### src/rtl/sipo_pkg.sv
// Shared definitions for the serial-in parallel-out receive path.
package sipo_pkg;

   localparam int SIPO_W_DEFAULT = 3;

   typedef enum logic {
      HOLD_EMPTY,
      HOLD_FULL
   } hold_e;

endpackage

### src/rtl/sipo_deserializer_if.sv
// Parallel output bus of the deserializer: held word plus valid/ready handshake.
interface sipo_deserializer_if #(
   parameter int WIDTH = 3
);
   logic [WIDTH-1:0] pout;
   logic             pvalid;
   logic             pready;

   modport master (output pout, output pvalid, input pready);
   modport slave  (input pout, input pvalid, output pready);
endinterface

### src/rtl/sipo_shift_core.sv
// Bit assembly for the deserializer: shift register, bit counter and flush.
// word_done is a combinational strobe so the holding register loads on the completing edge.
module sipo_shift_core
   import sipo_pkg::*;
#(
   parameter  int WIDTH = SIPO_W_DEFAULT,
   localparam int CW    = $clog2(WIDTH + 1)
) (
   input  logic             clk,
   input  logic             rst,
   input  logic             shift,
   input  logic             si,
   input  logic             flush,
   output logic [CW-1:0]    bcnt,
   output logic             word_done,
   output logic [WIDTH-1:0] word_data
);

   logic [WIDTH-1:0] sreg;
   logic             last_bit;
   logic             sreg_lsb_unused;

   assign last_bit  = (bcnt == CW'(WIDTH - 1));
   assign word_done = shift && !flush && last_bit;
   assign word_data = {si, sreg[WIDTH-1:1]};

   // Bit 0 is pushed out by the completing strobe and never reaches the word.
   assign sreg_lsb_unused = sreg[0];

   always_ff @(posedge clk) begin
      if (rst) begin
         sreg <= '0;
         bcnt <= '0;
      end else if (flush) begin
         sreg <= '0;
         bcnt <= '0;
      end else if (shift) begin
         sreg <= {si, sreg[WIDTH-1:1]};
         bcnt <= last_bit ? '0 : bcnt + CW'(1);
      end
   end

endmodule

### src/rtl/sipo_deserializer.sv
// Serial-in parallel-out deserializer: shift core feeding a one-deep holding
// register with valid/ready handshake and sticky overrun flag.
module sipo_deserializer
   import sipo_pkg::*;
#(
   parameter  int WIDTH = SIPO_W_DEFAULT,
   localparam int CW    = $clog2(WIDTH + 1)
) (
   input  logic                clk,
   input  logic                rst,
   input  logic                shift,
   input  logic                si,
   input  logic                flush,
   input  logic                clr_ovr,
   output logic [CW-1:0]       bcnt,
   output logic                busy,
   output logic                overrun,
   sipo_deserializer_if.master pbus
);

   logic             word_done;
   logic [WIDTH-1:0] word_data;
   logic [WIDTH-1:0] pout_q;
   hold_e            hold_q;
   hold_e            hold_nxt;
   logic             load;
   logic             ovr_set;

   sipo_shift_core #(.WIDTH(WIDTH)) u_core (
      .clk       (clk),
      .rst       (rst),
      .shift     (shift),
      .si        (si),
      .flush     (flush),
      .bcnt      (bcnt),
      .word_done (word_done),
      .word_data (word_data)
   );

   assign busy        = (bcnt != '0);
   assign pbus.pout   = pout_q;
   assign pbus.pvalid = (hold_q == HOLD_FULL);

   always_comb begin
      hold_nxt = hold_q;
      load     = 1'b0;
      ovr_set  = 1'b0;
      case (hold_q)
         HOLD_EMPTY: begin
            if (word_done) begin
               load     = 1'b1;
               hold_nxt = HOLD_FULL;
            end
         end
         HOLD_FULL: begin
            if (pbus.pready) begin
               if (word_done) load = 1'b1;
               else           hold_nxt = HOLD_EMPTY;
            end else if (word_done) begin
               ovr_set = 1'b1;
            end
         end
         default: hold_nxt = HOLD_EMPTY;
      endcase
   end

   // Overrun set takes priority over a same-edge clear.
   always_ff @(posedge clk) begin
      if (rst) begin
         hold_q  <= HOLD_EMPTY;
         pout_q  <= '0;
         overrun <= 1'b0;
      end else begin
         hold_q  <= hold_nxt;
         if (load) pout_q <= word_data;
         overrun <= ovr_set || (overrun && !clr_ovr);
      end
   end

endmodule
### src/flat_wrapper.sv
// flat-port wrapper written by rule: the top's interface ports become plain ports
module sipo_deserializer_flat import sipo_pkg::*;
#(
   parameter  int WIDTH = SIPO_W_DEFAULT,
   localparam int CW    = $clog2(WIDTH + 1)
)
  (clk, rst, shift, si, flush, clr_ovr, bcnt, busy, overrun, pbus_pout, pbus_pvalid, pbus_pready);
  sipo_deserializer_if #(.WIDTH(WIDTH)) pbus_i ();
  input  logic clk;
  input  logic rst;
  input  logic shift;
  input  logic si;
  input  logic flush;
  input  logic clr_ovr;
  output logic [CW-1:0] bcnt;
  output logic busy;
  output logic overrun;
  output wire logic [$bits(pbus_i.pout)-1:0] pbus_pout;
  output wire logic [$bits(pbus_i.pvalid)-1:0] pbus_pvalid;
  input wire logic [$bits(pbus_i.pready)-1:0] pbus_pready;
  assign pbus_pout = pbus_i.pout;
  assign pbus_pvalid = pbus_i.pvalid;
  assign pbus_i.pready = pbus_pready;
  sipo_deserializer #(.WIDTH(WIDTH)) u_core (.clk(clk), .rst(rst), .shift(shift), .si(si), .flush(flush), .clr_ovr(clr_ovr), .bcnt(bcnt), .busy(busy), .overrun(overrun), .pbus(pbus_i));
endmodule
### config.mk
export PLATFORM = sky130hd
export DESIGN_NAME = sipo_deserializer_flat
export DESIGN_NICKNAME = d
export VERILOG_FILES = /design/src/rtl/sipo_pkg.sv /design/src/rtl/sipo_deserializer_if.sv /design/src/rtl/sipo_shift_core.sv /design/src/rtl/sipo_deserializer.sv /design/src/flat_wrapper.sv
export SDC_FILE = /design/constraint.sdc
export NUM_CORES = 1
export LEC_CHECK = 0
export CAP_MARGIN = 20
export CORE_AREA = 4 4 41 43
export DETAILED_ROUTE_END_ITERATION = 6
export DIE_AREA = 0 0 45 47
export SLEW_MARGIN = 20
export SYNTH_ARGS = -nofsm -noshare
export SYNTH_HDL_FRONTEND = slang
export SYNTH_SLANG_ARGS = --single-unit
### constraint.sdc
create_clock -name clk -period 1.1 [get_ports clk]
set_clock_uncertainty 0.15 [all_clocks]
set_input_delay 0.11 -clock clk [delete_from_list [all_inputs] [get_ports clk]]
set_output_delay 0.11 -clock clk [all_outputs]
set_load 0.02 [all_outputs]
Word level (Yosys, flattened, before mapping):

Cells that the tools add are included.

* flip-flop bits (word level): 10
* input bits: 7
* output and inout port bits: 8
* logic and storage cells: 24

* $add $sub $neg: 1
* equality and inequality tests: 1
* muxes and demuxes: 8
* bitwise operators: 1
* reductions and logical operators: 8

Operator list (count)
* two-way mux 1 bit: 5
* one-hot mux 1 bit (2 select lines): 2
* logical AND 1 bit: 3
* adder 2 x 1 -> 2 bit, second input constant: 1
* equality test 2 bit, second input constant: 1
* logical NOT 1 bit: 2
* two-way mux 2 bit: 1
* nonzero test 2 bit: 1
* OR reduction 2 bit: 1
* logical OR 1 bit: 1
* NOT 1 bit: 1

Longest topological paths before layout:

Gate-level depths: netlist of run 1.

* depth in word-level cells: 7
* gate-level depth with buffers: 3
* gate-level depth less buffers: 3

Modules after synthesis:

Synthesis of run 1 repeated with hierarchy kept, for this count alone.

* cell total of the unflattened synthesis: 40
* area, all modules: 406.6 µm²

By module, submodules not included
* sipo_deserializer: times used 1, cells each 22, area each 224.0 µm², seq. area each 100.1 µm²
* sipo_shift_core: times used 1, cells each 18, area each 182.7 µm², seq. area each 80.1 µm²

Worst setup path after synthesis of run 1:

No wires, ideal clock.

* kind: flip-flop to flip-flop
* start point: register u_core.u_core.bcnt[1]
* end point: register u_core.pout_q[0] (netlist: u_core.pbus.pout[0])
* setup time: 0.072 ns
* arrival time: 1.010 ns
* required time: 0.878 ns
* path slack: -0.131 ns
* cell stages (with the launch flop): 4
* buffers on the path: 0
* period minus slack after synthesis: 1.231 ns
* cells stage by stage: dfxtp_1 -> nand4bb_4 -> nor2b_4 -> mux2i_1

* longest elaborated chain between the ends: 5

Ends and longest elaborated chain
* start: declaration: line sipo_shift_core.sv:14 `output logic [CW-1:0] bcnt,`
* start signal: assignment: line sipo_shift_core.sv:39 `bcnt <= last_bit ? '0 : bcnt + CW'(1);`
* equality test 2 bit *: line sipo_shift_core.sv:23 `assign last_bit = (bcnt == CW'(WIDTH - 1));`
* logical AND 1 bit *: line sipo_shift_core.sv:24 `assign word_done = shift && !flush && last_bit;`
* two-way mux 1 bit *: line sipo_deserializer.sv:50, sipo_deserializer.sv:57
* two-way mux 1 bit: line sipo_deserializer.sv:56 `if (pbus.pready) begin`
* one-hot mux 1 bit (2 select lines) *: line sipo_deserializer.sv:48 `case (hold_q)`
* end signal: assignment: line sipo_deserializer.sv:75 `if (load) pout_q <= word_data;`
* end: declaration: line sipo_deserializer.sv:23 `logic [WIDTH-1:0] pout_q;`

Every way passes the cells marked *; elsewhere a longest branch is shown, timed or not.
A chain may end at the register's enable or synchronous reset.

Worst setup path after layout of run 1:

* start point: register u_core.u_core.bcnt[0]
* end point: register u_core.pout_q[2] (netlist: u_core.pbus.pout[2])

Same word-level chain as after synthesis.

==> reports/results.ini, run 1 <==
[outcome]
outcome=finished with violations
violations=negative setup slack

[placement]
gp_congestion=0.7087
port_buffers=14
placed_cells=71
pre_cts_ws_ns=-0.3146

[timing]
finalCriticalPeriod_ns=1.269
finalSetupViolCount=9
slew_viol_final=0
finalSetupTns_ns=-0.8424
worst_slew_pin_slew_ns=0.1657
max_freq_mhz=788.1
finalCritPeriodShare_pct=115.4
max_slew_margin_pct=88.92
worst_slack_ns=-0.1689
hold_viol_final=0
rsz0062_at_grt=true

[critical_path]
cp_max_fo=3
crit_required_ns=1.14
critPathArrivalTime_ns=1.31
rrSetupSlack_ns=-0.17
rr_startpoint=u_core.u_core.bcnt[0]
worstSetupStartpointType=register
endpoint_kind=register
criticalPathCategory=register to register
r2r_cells=4
rr_endpoint=u_core.pbus.pout[2]

[global_route]
grt_max_degree=8
grt_pass1_wl_um=1269
grt_overflow=0
grt_util_met3_pct=5.747
use_met2_pct=13.84
grt_pass1_vias=314
grt.busiest_layer=met2
grt_usage_pct=9.113
met1_usage_pct=8.945
antenna_found_initial=0

[floorplanning]
io_pins=15
die_y_um=47
start_util_pct=30.48
die_w_um=45
die_area_mm2=0.002115
row_count=13
coreArea_mm2=0.001301

[synth]
synth_edf_count=0
synth_cell_types=16
synthArstFlopShare_pct=0
synth_area_leaders=dfxtp_1 (45%), mux2i_1 (13%), nand2b_1 (11%)
avgSynthCellArea_um2=10.44
synth_area_um2=396.6
synth.net_count=45
ys_warn_count=0
ys_seq_area_share_pct=45.43
ys_ff_latch=9
synth-main-ff-cell=dfxtp_1
synth_common_cells=dfxtp_1 (9), nand2b_1 (7), mux2i_1 (5)
yosysMostFrequentCell=dfxtp_1
synth_cells=38
yosysTopAreaCell=dfxtp_1
yosysTopAreaCellShare_pct=45.43

[clocking]
path_clk_slew_ns=0.06
clk_path_buf_depth=2
cts_tree=built
clock_latency_ns=0.26
htree_num_levels=1
cts_root_buf=clkbuf_4
holdBufCountCts=0
cts_buffers=3
cts_sinks=9

[power]
total_power_w=0.0006772
p_leak_nw=0.2731
powerDensity_mw_per_mm2=1041
vdd_drop_max_uv=566.8

[finish]
final_core_util_pct=50.00
fin_nets=72
finalNonFillerCells=79
diodes=0
drive_gt1_share_pct=40.63
syn2layout_area_growth_pct=64.04

[detailed_routing]
drc=0
drt-pass1-iter-count=3
antenna_left=0
vias=356
drt_iter0_drc=2
vias_per_cell=4.506
wl_per_cell_um=10.23
drt-total-wl_um=808

[min_path]
holdPathStages=3
hp-class=primary input to register
hp-start=si
holdPathEnd=u_core.pbus.pout[2]

[flow_run]
maxCapViolCount=0

## cells in the final DEF, fill, tap and decap left out, drive strengths merged
cell type	n
buf	17
dfxtp	9
nand2b	7
clkdlybuf4s50	6
mux2i	5
clkbuf	4
nor3	3
inv	2
a21oi	2
nor2b	2
nand2	1
nand3b	1
a211oi	1
nand4bb	1
nor3b	1
o22ai	1
or2	1
## routing by layer
metal  up-vias  part of all wire (%)
met1       160                    44
met2        12                    45
met5         -                     0
met4         0                   1.4
met3         2                   9.7
li1        182                     -
## worst max-delay path by stage
stage                          start             endpoint  slack [ns]
2_1_floorplan  u_core.u_core.bcnt[0]  u_core.pbus.pout[0]       -0.03
3_3_place_gp   u_core.u_core.bcnt[1]                 busy       -0.32
3_5_place_dp   u_core.u_core.bcnt[1]                 busy       -0.31
4_1_cts        u_core.u_core.bcnt[0]  u_core.pbus.pout[2]       -0.22
5_1_grt        u_core.u_core.bcnt[0]  u_core.pbus.pout[1]       -0.22
6_report       u_core.u_core.bcnt[0]  u_core.pbus.pout[2]       -0.17
## cell families (layout without fill, tap and decap cells)
family,Yosys count,in the layout,synth area share [%]
multiplexers,5,5,12.62
AO/OA/AOI/OAI,4,4,5.996
AND/OR/NAND/NOR,17,17,33.12
flip-flops,9,9,45.43
buffers and inverters,3,29,2.839
## repair_timing
action	CTS	global route
resized for setup	39	5
setup buffers	3	1
pin swaps	1	4
setup endpoints to repair	13	9
## metrics by stage
step	area [um^2]	hold WS, ns
2_1_floorplan	401.6	0.02942
3_3_place_gp	594.3	0.3156
3_5_place_dp	594.3	0.3165
4_1_cts	626.9	0.2948
5_1_grt	650.6	0.2941
6_report	650.6	0.2984
## worst max-delay path, cell delays in order, from the launching register on
cell and delay (ns):
dfxtp_4 0.34, buf_6 0.11, nand4bb_4 0.22, nor2b_4 0.18
mux2i_1 0.19
## state kept, by name (all words and copies together) (netlist names)
name and cells:
u_core.pbus.pout 3, u_core.u_core.bcnt 2, u_core.u_core.sreg 2, u_core.overrun 1, u_core.pbus.pvalid 1
## area by class of cell
cell class / count / area, um^2
Timing Repair Buffer: 23 / 197.7
Inverter: 2 / 7.507
Tap cell: 15 / 18.77
Clock buffer: 4 / 26.28
Fill cell: 135 / 650.6
Sequential cell: 9 / 187.7
Multi-Input combinational cell: 26 / 212.7
## power by group
part	leakage, nW	switching (W)	internal (W)
clock network	0.0150	0.000116	0.000140
registers	0.0742	0.00000261	0.000326
logic	0.184	0.0000329	0.0000596
Power figures use the tool's default switching activity.
==> inputs of run 2 (changes only) <==
- SYNTH_HIERARCHICAL: default -> 1
==> reports/results.ini, run 2 <==
[timing]
max_freq_mhz=779.8
rsz0062_at_grt=true
slew_viol_final=0
hold_viol_final=0
worst_slack_ns=-0.1824
max_slew_margin_pct=86.61
finalCriticalPeriod_ns=1.282
worst_slew_pin_slew_ns=0.2002
finalCritPeriodShare_pct=116.6
finalSetupViolCount=7

[finish]
finalNonFillerCells=79
syn2layout_area_growth_pct=60.00
diodes=0
final_core_util_pct=50.00
final_area_um2=650.6
fill_cells=129
fin_nets=72
largest_reg_flops=3
layout_common_cells=nand2b_1 (8), dfxtp_1 (7), clkdlybuf4s50_1 (6), buf_4 (6)
layout_commonest_cell=nand2b_1
drive_gt1_share_pct=43.75

[power]
p_comb_share_pct=13.5
p_int_w=0.0005210
power_frac_clock_pct=36.7
p_sw_share_pct=21.42
p_switching_w=0.0001420
p_leak_nw=0.2693
powerDensity_mw_per_mm2=1019
p_seq_share_pct=49.8
vdd_drop_max_uv=798.1

[critical_path]
crit_chain=or2_2, buf_6
criticalPathCategory=register to output pin
slowest_stage=dfxtp_4
crit_required_ns=0.84
max_stage_delay_ns=0.34
worstSetupStartpointType=register
cp_max_fo=2
worstPathBufferInverterCount=1
rrSetupSlack_ns=-0.15
endpoint_kind=output pin
critPathArrivalTime_ns=1.02
crit_family=flip-flops

[placement]
gp_congestion=0.6541
placed_cells=74
pre_cts_ws_ns=-0.3807
place_hpwl_um=597.3
port_buffers=14
postPlaceCellArea_um2=615.6

[clocking]
clk_path_buf_depth=2
cts_buffers=3
htree_num_levels=1
clock_latency_ns=0.25
path_clk_slew_ns=0.06
cts_sinks=9
cts_root_buf=clkbuf_4
cts_tree=built

[floorplanning]
die_y_um=47
coreArea_mm2=0.001301
die_area_mm2=0.002115
io_pins=15
die_w_um=45
row_count=13
start_util_pct=31.25

[synth]
yosysMostFrequentCell=dfxtp_1
synth_compound_area_share_pct=6.154
synth_area_um2=406.6
synth_top_family_by_area=simple AND/OR/NAND/NOR gates
synth_common_cells=dfxtp_1 (9), nand2b_1 (8), mux2i_1 (5)
ys_warn_count=6
synth_area_leaders=dfxtp_1 (44%), mux2i_1 (12%), nand2b_1 (12%)
synth.net_count=47
synthArstFlopShare_pct=0
avgSynthCellArea_um2=10.17
yosysTopAreaCellShare_pct=44.31
yosysTopAreaCell=dfxtp_1
ys_seq_area_share_pct=44.31
synth_cells=40
synth_cell_types=15
synthSimpleGateAreaFrac_pct=33.54
yosys.area_share.xor_xnor_pct=0
ys_ff_latch=9
synth_edf_count=0
synth-main-ff-cell=dfxtp_1
muxShareOfSynthArea_pct=12.31
synthAdderAreaFrac_pct=0

[global_route]
antenna_found_initial=0
grt_max_degree=9
grt_overflow=0
grt_pass1_wl_um=1255
grt_usage_pct=8.709
grt_pass1_vias=307

[detailed_routing]
wl_met1_um=306
wl_per_cell_um=9.810
drt_iter0_drc=2
top_layer=met3
drt-pass1-iter-count=2
dr_wl_met3_um=81
antenna_left=0
wl_met2_um=387
drc=0
vias_per_cell=4.405
drt-total-wl_um=775
vias=348

[outcome]
violations=negative setup slack
outcome=finished with violations

[flow_run]
maxCapViolCount=0

[min_path]
hp-class=register to register

[run 2: changes by cell type after synthesis]
cell,delta
a211oi_2,+1
a21oi_1,-1
buf_4,+2
clkbuf_1,-1
inv_1,-2
nand2b_1,+1
nand4bb_4,-1
nor2_1,+3
nor2b_4,+1
nor3b_1,-1
o22ai_1,-1
or3b_1,+1
[run 2: cell type report]
| cell class | instances | area, um^2 | area share [%] |
|---|---|---|---|
| multi-input combinational | 29 | 234.0 | 35.96 |
| clock buffer | 4 | 26.28 | 4.038 |
| timing repair buffer | 22 | 186.4 | 28.65 |
| tap | 15 | 18.77 | 2.885 |
| sequential | 9 | 185.2 | 28.46 |
[run 2: layer usage]
layer | vias up | GRT usage [%]
met1 | 157 | 10.30
li1 | 180 | -
met2 | 11 | 12.43
met5 | - | 0
met4 | 0 | 1.754
met3 | 0 | 6.897
[run 2: worst reg2reg max path, cell delays in order (launching register included)]
cell and delay [ns]:
dfxtp_4 0.34, buf_6 0.11, nand2_4 0.04, nor3_4 0.12
nor2b_4 0.21, mux2i_1 0.20
[run 2: timing repair]
| item | CTS | global route |
|---|---|---|
| setup endpoints to repair | 13 | 10 |
| buffers inserted | 0 | 1 |
| gates resized for setup | 35 | 8 |
| hold buffers | 0 | 0 |
| pin swaps | 0 | 1 |
[run 2: path summary, 6_finish.rpt]
check,from,endpoint,cells past startpoint
worst min register to register,u_core/pbus.pout[0],u_core/pbus.pout[0],2
worst max-delay path,u_core/u_core/bcnt[1],busy,2
worst min-delay path,u_core/pbus.pout[0],u_core/pbus.pout[0],2
worst max register to register,u_core/u_core/bcnt[1],u_core/pbus.pout[2],5
[run 2: logic make-up after synthesis]
family	Yosys count
AO/OA/AOI/OAI	3
buffers and inverters	2
flip-flops	9
multiplexers	5
AND/OR/NAND/NOR	21
[run 2: power groups by stage]
| stage | logic (W) | registers, W | clock network, W |
|---|---|---|---|
| after detailed placement | 0.0000838 | 0.000337 | 0 |
| after CTS | 0.0000822 | 0.000330 | 0.000259 |
| after global routing | 0.0000962 | 0.000331 | 0.000289 |
| after global placement | 0.0000836 | 0.000337 | 0 |
| final | 0.0000893 | 0.000330 | 0.000243 |
| after floorplan | 0.0000289 | 0.000342 | 0 |
[run 2: stage by stage]
stage / power [W] / hold slack (ns) / setup TNS, ns
floorplan: 0.0003707 / 0.01727 / -0.2668
finish: 0.0006630 / 0.3230 / -0.8679
CTS: 0.0006710 / 0.3261 / -0.9839
global placement: 0.0004207 / 0.3188 / -3.330
global route: 0.0007159 / 0.3463 / -1.384
detailed placement: 0.0004209 / 0.3187 / -3.487
==> RTL edit 1 (flow settings as in run 2) <==
Register the output `bcnt`, without a reset; this adds one clock of latency there. The other outputs are not delayed to match.
--- a/src/rtl/sipo_deserializer.sv
+++ b/src/rtl/sipo_deserializer.sv
@@ -19,4 +19,6 @@
 );
 
+   logic [CW-1:0] bcnt_d;
+
    logic             word_done;
    logic [WIDTH-1:0] word_data;
@@ -33,10 +35,10 @@
       .si        (si),
       .flush     (flush),
-      .bcnt      (bcnt),
+      .bcnt      (bcnt_d),
       .word_done (word_done),
       .word_data (word_data)
    );
 
-   assign busy        = (bcnt != '0);
+   assign busy        = (bcnt_d != '0);
    assign pbus.pout   = pout_q;
    assign pbus.pvalid = (hold_q == HOLD_FULL);
@@ -78,3 +80,7 @@
    end
 
+   always_ff @(posedge clk) begin
+      bcnt <= bcnt_d;
+   end
+
 endmodule
Formal check against the unedited RTL: not equivalent (a bounded check fails within 4 cycles, from zero or initial values and one cycle with rst high).
==> RTL edit 1 against run 2 <==
The run still ends with negative setup slack left; core utilization is 1.9 points higher; critical path depth rose by 1; synthesized cell count is 5.0% higher; non-clock buffer count did not move; sequential cell count is 2 higher; final area rose by 3.8%; cell count rose by 2.5%; setup slack worse by 16 ps; total power grew 14%; synthesized area rose by 9.8%; routed wire length up 11%; critical path type is now reg2reg.
==> RTL edit 1: results (changes against run 2) <==
Yosys
  – Most area-consuming cells after synthesis: dfxtp_1, mux2i_1, nand2b_1
  – Mapped Cells: 42 (+5.0%)
  – Syn nets: 49 (+4.3%)
  – Post-synth ARST share: 0 (unchanged)
  – Seq/Total Area, Yosys: 0.493 (+0.0499)
  – Most frequent cells after synthesis: dfxtp_1, nand2b_1, mux2i_1
  – Synth warn: 6 (unchanged)
  – FF+latch count, synth: 11 (+2)

Global routing
  – Number of global-route vias before repair: 334 (+8.8%)
  – GR Util All Layers: 0.0970 (+0.00989)
  – Initial antenna violation count: 0 (unchanged)
  – First-pass GRT wire length: 1.39 mm (+11%)

Timing
  – Slew margin rel.: 0.869 (+0.00280)
  – Worst hold slack: 313 ps (-10.2 ps)
  – Setup violators final: 7 (unchanged)
  – Post-route setup slack: -198 ps (-15.8 ps)
  – Setup_tns: -866 ps (+1.74 ps)

Layout
  – Max FFs per register: 3 (unchanged)
  – Buffering overhead: 0.257 (-0.0291)
  – Final #Nets: 74 (+2.8%)
  – N_diodes: 0 (unchanged)
  – Clk cell area share: 0.0389 (-0.00150)
  – Reg area: 223 um2 (+20%)
  – Area delta synth->final: 51.3%
  – Non-Filler Instances: 81 (+2.5%)
  – # fillers: 135 (+4.7%)
  – Count of multi-input gates: 29 (unchanged)
  – Final-layout clock buffer total: 4 (unchanged)
  – Multi-input combinational area share: 0.346 (-0.0133)
  – Layout cells sized above 1: 0.439 (+0.00189)

Placed design
  – PortBufs: 14 (unchanged)
  – Place WS: -403 ps (-22.1 ps)
  – RePlAce Congestion: 0.608 (-7.0%)
  – Placement Cell Area: 651 um2 (+5.7%)
  – Placed cells: 76 (+2.7%)
  – Post-DP HPWL: 671 um (+12%)

Worst setup path
  – Worst Setup SP: u_core/u_core/bcnt[0]
  – Critical Path AT: 1320 ps (+300 ps)
  – Slowest cell on crit path: or3b_1
  – R2r setup slk: -200 ps (-50 ps)
  – Critical Path Fanout Max: 5 (+3)
  – End of the critical path: u_core/u_core/bcnt[0]
  – Slowest stage delay, CP: 380 ps (+40 ps)
  – Delay-heaviest family, CP: simple AND/OR/NAND/NOR gates

CTS
  – Inserted Clock Buffers: 3 (unchanged)
  – CTS root buf: clkbuf_4

Hold path
  – Hold path depth: 1 (-1)
  – Hold EP: u_core/bcnt[1]
  – Hold Path Origin: u_core/u_core/bcnt[1]
  – Hold WC Path Type: reg2reg

Pwr
  – Static Leak: 0.275 nW (+2.2%)
  – Max VDD drop: 569 uV (-29%)

Routing
  – 1st-iter DRT viols: 4 (+2)
  – Routed len/inst: 10.6 um (+8.5%)
  – Vias: 368 (+5.7%)
  – Drt pass-1 iters: 4 (+2)

Status
  – Status: complete, but fails checks
  – Failing checks: negative setup slack

Floorplan
  – Tap Count: 15 (unchanged)
[RTL edit 1: routing by layer]
metal | GRT usage | share of wire | vias to the layer above | wire, um
met5 | 0 | 0 | - | 0
met4 | 0.0175 | 0 | 0 | 0
met3 | 0.0690 | 0.12 | 0 | 102
met2 | 0.172 | 0.50 | 15 | 429
met1 | 0.0926 | 0.38 | 166 | 330
li1 | - | - | 187 | -
[RTL edit 1: cell families (layout without fill, tap and decap cells)]
family / count (synthesis) / count (layout) / synth area share
flip-flops: 11 / 11 / 0.493
buffers and inverters: 2 / 26 / 0.0336
AO/OA/AOI/OAI: 3 / 3 / 0.0560
AND/OR/NAND/NOR: 21 / 21 / 0.305
multiplexers: 5 / 5 / 0.112
[RTL edit 1: where the power goes]
part | internal, W | switching [W]
sequential | 0.000405 | 0.00000275
clock | 0.000140 | 0.000121
combinational | 0.0000517 | 0.0000360
[RTL edit 1: repair_timing]
action,in CTS,in global routing
buffers inserted,0,2
setup endpoints to repair,14,10
gates cloned,0,0
gates resized for setup,34,6
pin swaps,0,3
==> RTL edit 2 (settings of run 2) <==
Without the edit above. Set the package constant `SIPO_W_DEFAULT` to 6 (it was 3).
--- a/src/rtl/sipo_pkg.sv
+++ b/src/rtl/sipo_pkg.sv
@@ -2,5 +2,5 @@
 package sipo_pkg;
 
-   localparam int SIPO_W_DEFAULT = 3;
+   localparam int SIPO_W_DEFAULT = 6;
 
    typedef enum logic {
Interface: changed (resized bcnt and pbus_pout); port bits go from 15 to 19. The function was not compared with the original's and may differ.
==> RTL edit 2 against run 2 <==
The run still ends with negative setup slack left; sequential cell count rose by 7; routed wire length rose by 88%; largest power group unchanged; total power rose by 61%; fmax fell by 13%; final area rose by 50%; synthesized area rose by 74%; critical endpoint is now u_core/pbus.pout[0]; core utilization rose by 25 points; setup slack got worse by 190 ps.
==> RTL edit 2: results (changes against run 2) <==
Status
  – Status: complete, but fails checks
  – Failing checks: negative setup slack

Timing
  – Setup_tns: -2850 ps (-1990 ps)
  – Slew Viols, Final: 0 (unchanged)
  – Tightest Pin Transition: 311 ps (+111 ps)
  – Post-route setup slack: -369 ps (-186 ps)
  – Setup violators final: 14 (+7)

Worst setup path
  – Critical Path AT: 1530 ps (+510 ps)
  – Critical Path Fanout Max: 6 (+4)
  – Delay-heaviest family, CP: simple AND/OR/NAND/NOR gates
  – Slowest stage delay, CP: 330 ps
  – Slowest cell on crit path: dfxtp_2

Pwr
  – Static Leak: 0.400 nW (+48%)
  – Sw Pwr: 0.000230 W (+62%)
  – Max VDD drop: 747 uV (-6.4%)

Global routing
  – GR Util All Layers: 0.146 (+0.0590)
  – First-pass GRT wire length: 2.19 mm (+74%)
  – Largest net degree at the start of global routing: 12 (+3)
  – Initial antenna violation count: 0 (unchanged)
  – Number of global-route vias before repair: 519 (+69%)

Routing
  – Drt pass-1 iters: 5 (+3)
  – Via/cell ratio: 5.12 (+16%)
  – Routed len/inst: 13.3 um (+35%)
  – Antenna viol nets, final: 0 (unchanged)
  – 1st-iter DRT viols: 6 (+4)
  – Vias: 563 (+62%)

Yosys
  – Seq/Total Area, Yosys: 0.451 (+0.00842)
  – Yosys cell types: 18 (+3)
  – Post-synth top area cell: dfxtp_1
  – Synth warn: 6 (unchanged)
  – Most area-consuming cells after synthesis: dfxtp_1, mux2i_1, nand2b_1
  – Most frequent cells after synthesis: dfxtp_1, nand2b_1, mux2i_1
  – Post-synth ARST share: 0 (unchanged)
  – Mapped Cells: 68 (+70%)
  – Syn nets: 75 (+60%)

Layout
  – # fillers: 102 (-21%)
  – Max FFs per register: 6 (+3)
  – N_diodes: 0 (unchanged)
  – Final #Nets: 103 (+43%)
  – Layout cells sized above 1: 0.368 (-0.0691)

CTS
  – Clk_lat worst skew: 280 ps (+30 ps)
  – Clock buffer depth: 2 (unchanged)
  – CTS root buf: clkbuf_4
  – H-tree levels: 1 (unchanged)
  – Clock transition at the registers of the reported paths: 90 ps (+30 ps)
  – Inserted Clock Buffers: 3 (unchanged)

Placed design
  – Place WS: -439 ps (-57.9 ps)
  – Post-DP HPWL: 951 um (+59%)
  – PortBufs: 18 (+4)
  – RePlAce Congestion: 0.650 (-0.69%)

Hold path
  – Hold WC Path Type: in2reg
==> RTL edit 2: cell types whose count changed in the layout (fill, tap and decap cells not counted), sizes merged, moves of 2 or more <==
| cell | delta |
|---|---|
| dfxtp | +7 |
| nor2 | +7 |
| buf | +6 |
| mux2i | +6 |
| nand2b | +4 |
| nor3 | -3 |
| a211oi | -2 |
| a21bo | +2 |
| a21oi | +2 |
| nand4b | +2 |
==> RTL edit 2: power groups by stage <==
stage | clock network [W] | registers, W | logic (W)
3_5_place_dp | 0 | 0.000598 | 0.0000930
4_1_cts | 0.000400 | 0.000585 | 0.0000948
2_1_floorplan | 0 | 0.000604 | 0.0000481
3_3_place_gp | 0 | 0.000598 | 0.0000918
6_report | 0.000385 | 0.000585 | 0.0000999
5_1_grt | 0.000425 | 0.000586 | 0.000107
==> RTL edit 2: what timing repair did <==
action / 4_1_cts / 5_1_grt
pin swaps: 1 / 1
hold endpoints to repair: 0 / 0
gates cloned: 0 / 0
hold buffers: 0 / 0
resized for setup: 58 / 7
setup buffers: 2 / 0
endpoints found under the setup margin: 20 / 16
==> RTL edit 2: cells by family after synthesis <==
logic type                after synthesis  synth area share
DFF                                    16             0.452
AOI/OAI and AO/OA                       5            0.0600
muxes                                  11             0.155
and+or+nand+nor                        30             0.258
buffers and inverters                   5            0.0635
xor gates and xnor gates                1            0.0123
==> RTL edit 2: metal layers <==
| metal | vias to the layer above | global-route usage | routed length (um) | share of wire |
|---|---|---|---|---|
| li1 | 278 | - | - | - |
| met1 | 262 | 0.183 | 597 | 0.41 |
| met2 | 21 | 0.226 | 742 | 0.51 |
| met3 | 2 | 0.0383 | 107 | 0.073 |
| met4 | 0 | 0.0877 | 13 | 0.0089 |
| met5 | - | 0 | 0 | 0 |
==> RTL edit 2: area by class of cell <==
cell class,count,area share
multi-input cells,47,0.359
well taps,15,0.0192
repair buffers,28,0.250
clock buffers,4,0.0372
flip-flops and latches,16,0.335
==> RTL edit 2: stage by stage <==
| step | util | cell area (um2) |
|---|---|---|
| after global placement | 0.714 | 930 |
| after detailed placement | 0.714 | 930 |
| after global routing | 0.750 | 976 |
| after CTS | 0.734 | 955 |
| after floorplan | - | 716 |
| final | 0.750 | 976 |
==> RTL edit 2: worst min-delay path, stage by stage <==
cell and delay [ps]:
clkdlybuf4s50_1 420, nand2b_1 90, mux2i_1 70
==> RTL edit 2: path summary, 6_finish.rpt <==
path | start | end | slack, ps | cells past startpoint
worst max-delay path | u_core/u_core/bcnt[1] | u_core/pbus.pout[0] | -370 | 6
worst min-delay path | si | u_core/pbus.pout[5] | 290 | 3
worst max register to register | u_core/u_core/bcnt[1] | u_core/pbus.pout[0] | -370 | 6
worst min register to register | u_core/pbus.pout[4] | u_core/pbus.pout[4] | 330 | 2
